[src/rtl/ex_fp_pkg.sv]
// ex_fp_pkg: shared constants and types for the EX-stage FP scheduler
package ex_fp_pkg;
    localparam logic [3:0] ALU_FP_ADD = 4'd9;
    localparam logic [3:0] ALU_FP_MUL = 4'd10;
    localparam int LAT_W = 4;
    typedef enum logic [1:0] {IDLE, BUSY, DONE} state_t;
    function automatic logic is_fp(input logic [3:0] c);
        return c == ALU_FP_ADD || c == ALU_FP_MUL;
    endfunction
endpackage

[src/rtl/ex_fp_sched_if.sv]
// ex_fp_sched_if: ID/EX issue and EX/MEM result handshakes of the FP scheduler
interface ex_fp_sched_if;
    logic        issue_valid;
    logic        issue_ready;
    logic [3:0]  issue_ctrl;
    logic [4:0]  issue_rd;
    logic [31:0] issue_a;
    logic [31:0] issue_b;
    logic        res_valid;
    logic        res_ready;
    logic [31:0] res_data;
    logic [4:0]  res_rd;
    modport master (
        output issue_valid, issue_ctrl, issue_rd, issue_a, issue_b, res_ready,
        input  issue_ready, res_valid, res_data, res_rd
    );
    modport slave (
        input  issue_valid, issue_ctrl, issue_rd, issue_a, issue_b, res_ready,
        output issue_ready, res_valid, res_data, res_rd
    );
endinterface

[src/rtl/ex_fp_sched.sv]
// ex_fp_sched: issue/sequencing controller for the multi-cycle FP add/mul units
module ex_fp_sched
    import ex_fp_pkg::*;
#(
    parameter int ADD_LAT = 3,
    parameter int MUL_LAT = 4
) (
    input  logic         clk,
    input  logic         rst,
    ex_fp_sched_if.slave bus,
    input  logic         flush,
    output logic [31:0]  fp_a,
    output logic [31:0]  fp_b,
    input  logic [31:0]  fp_add_ans,
    input  logic [31:0]  fp_mul_ans,
    output logic         stall_dx,
    output logic         busy,
    output logic         illegal,
    output logic [15:0]  ops_done
);
    state_t state, state_nx;
    logic [LAT_W-1:0] count;
    logic sel;
    logic [4:0] rd;
    logic fp_op, accept, consume, last;

    always_comb begin
        fp_op = is_fp(bus.issue_ctrl);
        accept = bus.issue_valid && bus.issue_ready && fp_op;
        consume = state == DONE && bus.res_ready && !flush;
        last = state == BUSY && count == '0;
    end

    always_ff @(posedge clk)
        state <= rst ? IDLE : state_nx;

    always_comb
        state_nx = flush   ? IDLE :
                   accept  ? BUSY :
                   last    ? DONE :
                   consume ? IDLE : state;

    always_comb begin
        bus.issue_ready = !flush && (state == IDLE || (state == DONE && bus.res_ready));
        bus.res_valid = state == DONE;
        busy = state != IDLE;
        stall_dx = bus.issue_valid && !bus.issue_ready && fp_op;
    end

    // Operands are only written on acceptance so the units see them stable for the whole latency.
    always_ff @(posedge clk) begin
        if (rst) begin
            fp_a <= '0;
            fp_b <= '0;
            sel <= 1'b0;
            rd <= '0;
            count <= '0;
            bus.res_data <= '0;
            bus.res_rd <= '0;
            ops_done <= '0;
            illegal <= 1'b0;
        end else begin
            illegal <= bus.issue_valid && bus.issue_ready && !fp_op;
            if (flush)
                count <= '0;
            else if (accept) begin
                fp_a <= bus.issue_a;
                fp_b <= bus.issue_b;
                sel <= bus.issue_ctrl == ALU_FP_MUL;
                rd <= bus.issue_rd;
                count <= bus.issue_ctrl == ALU_FP_MUL ? LAT_W'(MUL_LAT - 1) : LAT_W'(ADD_LAT - 1);
            end else if (state == BUSY && count != '0)
                count <= count - 1'b1;
            if (last && !flush) begin
                bus.res_data <= sel ? fp_mul_ans : fp_add_ans;
                bus.res_rd <= rd;
            end
            if (consume)
                ops_done <= ops_done + 1'b1;
        end
    end
endmodule

[src/flat_wrapper.sv]
// flat-port wrapper written by rule: the top's interface ports become plain ports
module ex_fp_sched_flat import ex_fp_pkg::*;
#(
    parameter int ADD_LAT = 3,
    parameter int MUL_LAT = 4
)
  (clk, rst, flush, fp_a, fp_b, fp_add_ans, fp_mul_ans, stall_dx, busy, illegal, ops_done, bus_issue_valid, bus_issue_ctrl, bus_issue_rd, bus_issue_a, bus_issue_b, bus_res_ready, bus_issue_ready, bus_res_valid, bus_res_data, bus_res_rd);
  ex_fp_sched_if bus_i ();
  input  logic clk;
  input  logic rst;
  input  logic flush;
  output logic [31:0] fp_a;
  output logic [31:0] fp_b;
  input  logic [31:0] fp_add_ans;
  input  logic [31:0] fp_mul_ans;
  output logic stall_dx;
  output logic busy;
  output logic illegal;
  output logic [15:0] ops_done;
  input wire logic [$bits(bus_i.issue_valid)-1:0] bus_issue_valid;
  input wire logic [$bits(bus_i.issue_ctrl)-1:0] bus_issue_ctrl;
  input wire logic [$bits(bus_i.issue_rd)-1:0] bus_issue_rd;
  input wire logic [$bits(bus_i.issue_a)-1:0] bus_issue_a;
  input wire logic [$bits(bus_i.issue_b)-1:0] bus_issue_b;
  input wire logic [$bits(bus_i.res_ready)-1:0] bus_res_ready;
  output wire logic [$bits(bus_i.issue_ready)-1:0] bus_issue_ready;
  output wire logic [$bits(bus_i.res_valid)-1:0] bus_res_valid;
  output wire logic [$bits(bus_i.res_data)-1:0] bus_res_data;
  output wire logic [$bits(bus_i.res_rd)-1:0] bus_res_rd;
  assign bus_i.issue_valid = bus_issue_valid;
  assign bus_i.issue_ctrl = bus_issue_ctrl;
  assign bus_i.issue_rd = bus_issue_rd;
  assign bus_i.issue_a = bus_issue_a;
  assign bus_i.issue_b = bus_issue_b;
  assign bus_i.res_ready = bus_res_ready;
  assign bus_issue_ready = bus_i.issue_ready;
  assign bus_res_valid = bus_i.res_valid;
  assign bus_res_data = bus_i.res_data;
  assign bus_res_rd = bus_i.res_rd;
  ex_fp_sched #(.ADD_LAT(ADD_LAT), .MUL_LAT(MUL_LAT)) u_core (.clk(clk), .rst(rst), .bus(bus_i), .flush(flush), .fp_a(fp_a), .fp_b(fp_b), .fp_add_ans(fp_add_ans), .fp_mul_ans(fp_mul_ans), .stall_dx(stall_dx), .busy(busy), .illegal(illegal), .ops_done(ops_done));
endmodule
[config.mk]
export PLATFORM = sky130hd
export DESIGN_NAME = ex_fp_sched_flat
export DESIGN_NICKNAME = d
export VERILOG_FILES = /design/src/rtl/ex_fp_pkg.sv /design/src/rtl/ex_fp_sched_if.sv /design/src/rtl/ex_fp_sched.sv /design/src/flat_wrapper.sv
export SDC_FILE = /design/constraint.sdc
export NUM_CORES = 1
export LEC_CHECK = 0
export CAP_MARGIN = 20
export CORE_UTILIZATION = 40
export DETAILED_ROUTE_END_ITERATION = 16
export HOLD_SLACK_MARGIN = 0.1
export PLACE_DENSITY = 0.8
export SYNTH_ARGS = -nofsm -noshare
export SYNTH_HDL_FRONTEND = slang
export SYNTH_SLANG_ARGS = --single-unit
[constraint.sdc]
create_clock -name clk -period 3.18 [get_ports clk]
set_input_delay 0.795 -clock clk [delete_from_list [all_inputs] [get_ports clk]]
set_output_delay 0.795 -clock clk [all_outputs]
set_load 0.02 [all_outputs]
======== After elaboration in Yosys (flattened, before gate mapping) ========
Index checks and enable logic that the tools add are counted.
cells by class
  eq/ne operators ......................... 4
  reduce and logical (&&, ||, !) cells .... 26
  add/sub/neg operators ................... 2
  multiplexer cells ....................... 7
  bitwise logic cells ..................... 1
operators by type and width
  cell                   number
  $mux 32                1
  $add 16x1->16 const B  1
  $logic_and 1x1->1      11
  $eq 4x4->1 const B     2
  $mux 4                 2
  $reduce_bool 2->1      3
  $logic_not 4->1        1
  $mux 2                 2
  $reduce_bool 4->1      1
  $sub 4x1->4 const B    1
  $logic_not 1->1        3
  $reduce_bool 3->1      1
  $reduce_or 3->1        1
  $eq 2x1->1 const B     1
  $eq 2x2->1 const B     1
  $logic_not 2->1        1
  $logic_or 1x1->1       2
  $mux 1                 2
  $reduce_and 2->1       1
  $reduce_or 2->1        1
  $not 1->1              1
word-level totals
  register bits after elaboration ......... 130
  input port bits ......................... 142
  output and inout port bits .............. 122
  logic and storage cells ................. 51

======== Depth between registers and ports, before layout ========
  depth after elaboration ................. 7
  gate-level depth with buffers ........... 7
  mapped depth without buffers ............ 6

======== Worst setup path before layout ========
OpenSTA, ideal clock, no wires.
  path type ............................... input to output
  start ................................... input port bus_issue_ctrl[3]
  end ..................................... output port stall_dx
  arrival time ............................ 1.849 ns
  cell stages on the path ................. 4
  path slack .............................. 0.536 ns
  path through ............................ nor2b_1 nand2_1 clkbuf_1 nor3b_1
on the way
  word-level cells in the longest chain between the ends .. 3
  elaborated cells between the ends (all ways) .. 4
  those cells by class .................... 2 x eq/ne; 2 x reduce/logical
RTL lines
  what                 line                RTL
  start, declared      flat_wrapper.sv:21  input wire logic [$bits(bus_i.issue_ctrl)-1:0] bus_issue_ctrl;
  $eq 4x4->1           ex_fp_pkg.sv:8      return c == ALU_FP_ADD || c == ALU_FP_MUL;
  $logic_or 1x1->1 *   ex_fp_pkg.sv:8
  $logic_and 1x1->1 *  ex_fp_sched.sv:47   stall_dx = bus.issue_valid && !bus.issue_ready && fp_op;
  end, declared        flat_wrapper.sv:16  output logic stall_dx;
Every way passes the cells marked *; elsewhere a longest branch is shown, timed or not.

======== Worst setup path in the final report ========
  start ................................... input port bus_issue_ctrl[1]
  end ..................................... output port stall_dx
Same word-level chain as after synthesis.

==> results by group <==
Status
  • Status: finished clean

Logic synthesis
  • FFs w/ async S/R, synth: 0%
  • Top cell type's share of synthesized area: 49.1%
  • Main synth FF type: dfxtp_1
  • EDFF count, synth: 0
  • Register area share after synthesis: 49.1%
  • Syn_nets: between 700 and 800
  • Synth area leader: dfxtp_1
  • Top-count cell post-synth: dfxtp_1
  • Mapped cell area: 5300 µm²
  • Synth area leaders: dfxtp_1 (49%), a21oi_1 (7.5%), nand3_1 (7.3%), o21ai_0 (7.2%), mux2i_1 (7.0%)
  • Avg Cell Area, Syn: approximately 8.6 µm²
  • Cell count after synthesis: 614
  • Synth cell count leaders: dfxtp_1 (130), a21oi_1 (79), nand3_1 (77)
  • Synth cell types: 42
  • #FFs+latches synth: 130
  • Ys Warns: 0

Finish
  • Layout cells sized above 1: under 10%
  • Diode count: 0
  • Area Overhead vs Synth: 64.9%
  • Nets@finish: 996
  • Layout filler cell count: around 980
  • Final core utilization: 68.4%

Setup path
  • Critical R2R Launch: u_core.count[0]$_SDFFE_PP0P_
  • Delay-heaviest family, CP: buffers and inverters
  • Maximum net fanout on the critical path: 2
  • Critical path launch point type: input pin
  • Crit Path Category: in -> out
  • Reg2reg path depth: 7
  • R2R Setup Slk: 1.18 ns
  • CP cell instances: clkdlybuf4s50_1, xor2_1, nand2_2, nor3b_1, dlygate4sd2_1
  • CP required: between 2 and 2.5 ns
  • Slowest CP cell: clkdlybuf4s50_1
  • Critical path arrival: around 2.1 ns
  • Critical R2R Capture: u_core.bus.res_rd[1]$_SDFFE_PP0P_
  • Crit path buffers/inverters: 2
  • Worst Setup End Kind: output port
  • CP peak stage delay: 0.51 ns

Clock tree
  • Maximum root-to-sink buffer count: 2
  • TritonCTS Buffers: 17
  • H-tree levels: 4
  • Clk sink count: 130
  • Post CTS Setup Buffer Count: 0
  • Root cell of the clock tree: clkbuf_16
  • Clock-pin transition on the worst setup and hold timing paths: 0.05 ns
  • Worst-Skew Late Latency: 0.41 ns
  • CTS tree: built

Placement
  • Final GP Congestion: between 0.7 and 0.8
  • # port buffers: roughly 260
  • DP HPWL: around 11 mm

Die
  • Die height: 117 µm
  • DIE AREA: 13700 µm²
  • Core Area: 12800 µm²
  • I/O pin cnt: 264
  • Initial core utilization: 41.5%
  • Die extent in x: 117 µm
  • Row count: 41

STA
  • Skew final: 0.00608 ns
  • Final Hold Vio Count: 0
  • FMAX: 0.342 GHz
  • Slew headroom: 32.9%
  • Final setup TNS: 0 ns
  • Final Cycle Share: between 90% and 100%
  • Worst-margin pin slew: 1.01 ns
  • RSZ-0062 raised after global routing: false
  • Min Tclk post-route: 2.92 ns
  • Pins Over Slew Limit: 0
  • Final setup violation count: 0

Global route
  • Vias in the first global route: 4999
  • First-pass GRT wire length: 24.4 mm
  • GRT Total Usage: 23.2%
  • Largest net degree at the start of global routing: 99
  • Initial antenna violation count: 0
  • Remaining Overflow, GRT: 0

Min path
  • Hold endpoint: u_core.rd[1]$_SDFFE_PP0P_
  • Hold Path Origin: u_core.rd[1]$_SDFFE_PP0P_
  • Worst hold path stage count: 2
  • HP Class: reg -> reg

Pwr
  • P per Cell Area: 469 nW/µm²
  • VDD IR-drop max: 317 µV
  • Pwr Total: slightly above 0.004 W
  • Static leakage: 2.84 nW

Route
  • Antenna viol nets, final: 0
  • Routed wire length: 16.4 mm
  • Initial DRC Count: roughly 240
  • Post-DR wirelength/cell: ~16 µm
  • First drt pass iteration count: 4
  • Vias/cell: between 5 and 6
  • DRC errors left: 0
  • Vias: 5419

Flow run
  • Max-Cap Viols: 0
## timing repair
| item | CTS | global route |
|---|---|---|
| endpoints found under the setup margin | 1 | 0 |
| hold buffers | 0 | 0 |
| resized for setup | 1 | 0 |
## state kept, by name (all words and copies together) (netlist names)
name                 cells
u_core.state             2
u_core.ops_done         16
u_core.bus.res_rd        5
u_core.sel               1
u_core.rd                5
u_core.count             4
u_core.bus.res_data     32
u_core.fp_a             32
u_core.fp_b             32
u_core.illegal           1
## cell usage in the layout (no fill, tap or decap), types with 2 or more instances in the layout
master / count
clkdlybuf4s50_1: 261
dfxtp_1: 129
a21oi_1: 79
nand3_1: 77
o21ai_0: 76
nor2_1: 51
mux2i_1: 37
a211oi_1: 32
clkbuf_16: 17
buf_4: 10
nand2_1: 8
nor3_1: 8
inv_1: 7
xor2_1: 6
nand4_1: 5
xnor2_1: 5
or3_1: 4
bufinv_16: 4
buf_12: 4
nor2b_1: 3
clkinv_2: 3
clkinv_4: 3
clkinvlp_4: 3
nor3b_1: 2
or2_2: 2
ha_1: 2
clkbuf_8: 2
## per-stage QoR
step / area (µm²) / setup slack, ns / hold slack [ns] / std cells
global placement: 8110 / -0.0122 / 0.459 / 1005
floorplan: 5300 / 0.536 / 0.454 / 614
finish: 8740 / 0.256 / 0.472 / 1037
detailed placement: 8110 / -0.0177 / 0.466 / 1005
CTS: 8740 / 0.248 / 0.473 / 1037
global route: 8740 / 0.194 / 0.490 / 1037
## where the power goes
| group | internal, W | switching, W | total (W) |
|---|---|---|---|
| sequential | 0.00164 | 0.00000980 | 0.00165 |
| clock | 0.00135 | 0.000715 | 0.00207 |
| combinational | 0.000217 | 0.000162 | 0.000379 |
| total | 0.00321 | 0.000887 | 0.00410 |
## logic make-up after synthesis
family / count (synthesis) / share of synthesized area [%]
AOI/OAI and AO/OA: 195 / 20.5
xor gates and xnor gates: 11 / 1.82
adders and majority gates: 2 / 0.472
buffers and inverters: 65 / 4.67
DFF: 130 / 49.1
muxes: 38 / 7.20
and+or+nand+nor: 173 / 16.3
## worst register-to-register path, delay by kind of cell (launching register included)
family | cells | cell delay (ns)
simple gates | 3 | 0.70
buf+inv | 2 | 0.37
flops | 1 | 0.33
mux | 1 | 0.26
fa+ha+maj | 1 | 0.19
## layer usage
| layer | global-route usage (%) | vias to the layer above | routed length, µm |
|---|---|---|---|
| met1 | 26.0 | 2499 | 6480 |
| met4 | 10.1 | 0 | 286 |
| met5 | 0 | - | 0 |
| li1 | - | 2680 | - |
| met3 | 8.91 | 20 | 1600 |
| met2 | 39.4 | 220 | 7990 |
## worst max path at each step
| stage | startpoint | endpoint | slack [ns] | cells after the start |
|---|---|---|---|---|
| 6_report | bus_issue_ctrl[1] | stall_dx | 0.26 | 5 |
| 5_1_grt | bus_issue_ctrl[1] | stall_dx | 0.19 | 5 |
| 4_1_cts | bus_issue_ctrl[1] | stall_dx | 0.25 | 5 |
| 3_5_place_dp | bus_issue_ctrl[1] | stall_dx | -0.02 | 5 |
| 3_3_place_gp | bus_issue_ctrl[1] | stall_dx | -0.01 | 5 |
| 2_1_floorplan | bus_issue_ctrl[3] | stall_dx | 0.54 | 4 |
## final cells by class
type | count | area, µm² | share of cell area [%]
Sequential cell | 130 | 2600 | 29.8
Clock buffer | 19 | 453 | 5.18
Multi-Input combinational cell | 419 | 2480 | 28.4
Clock inverter | 13 | 184 | 2.10
Tap cell | 172 | 215 | 2.46
Inverter | 8 | 30.0 | 0.343
Timing Repair Buffer | 276 | 2780 | 31.8
No activity file was read; power rests on OpenSTA's default activity.
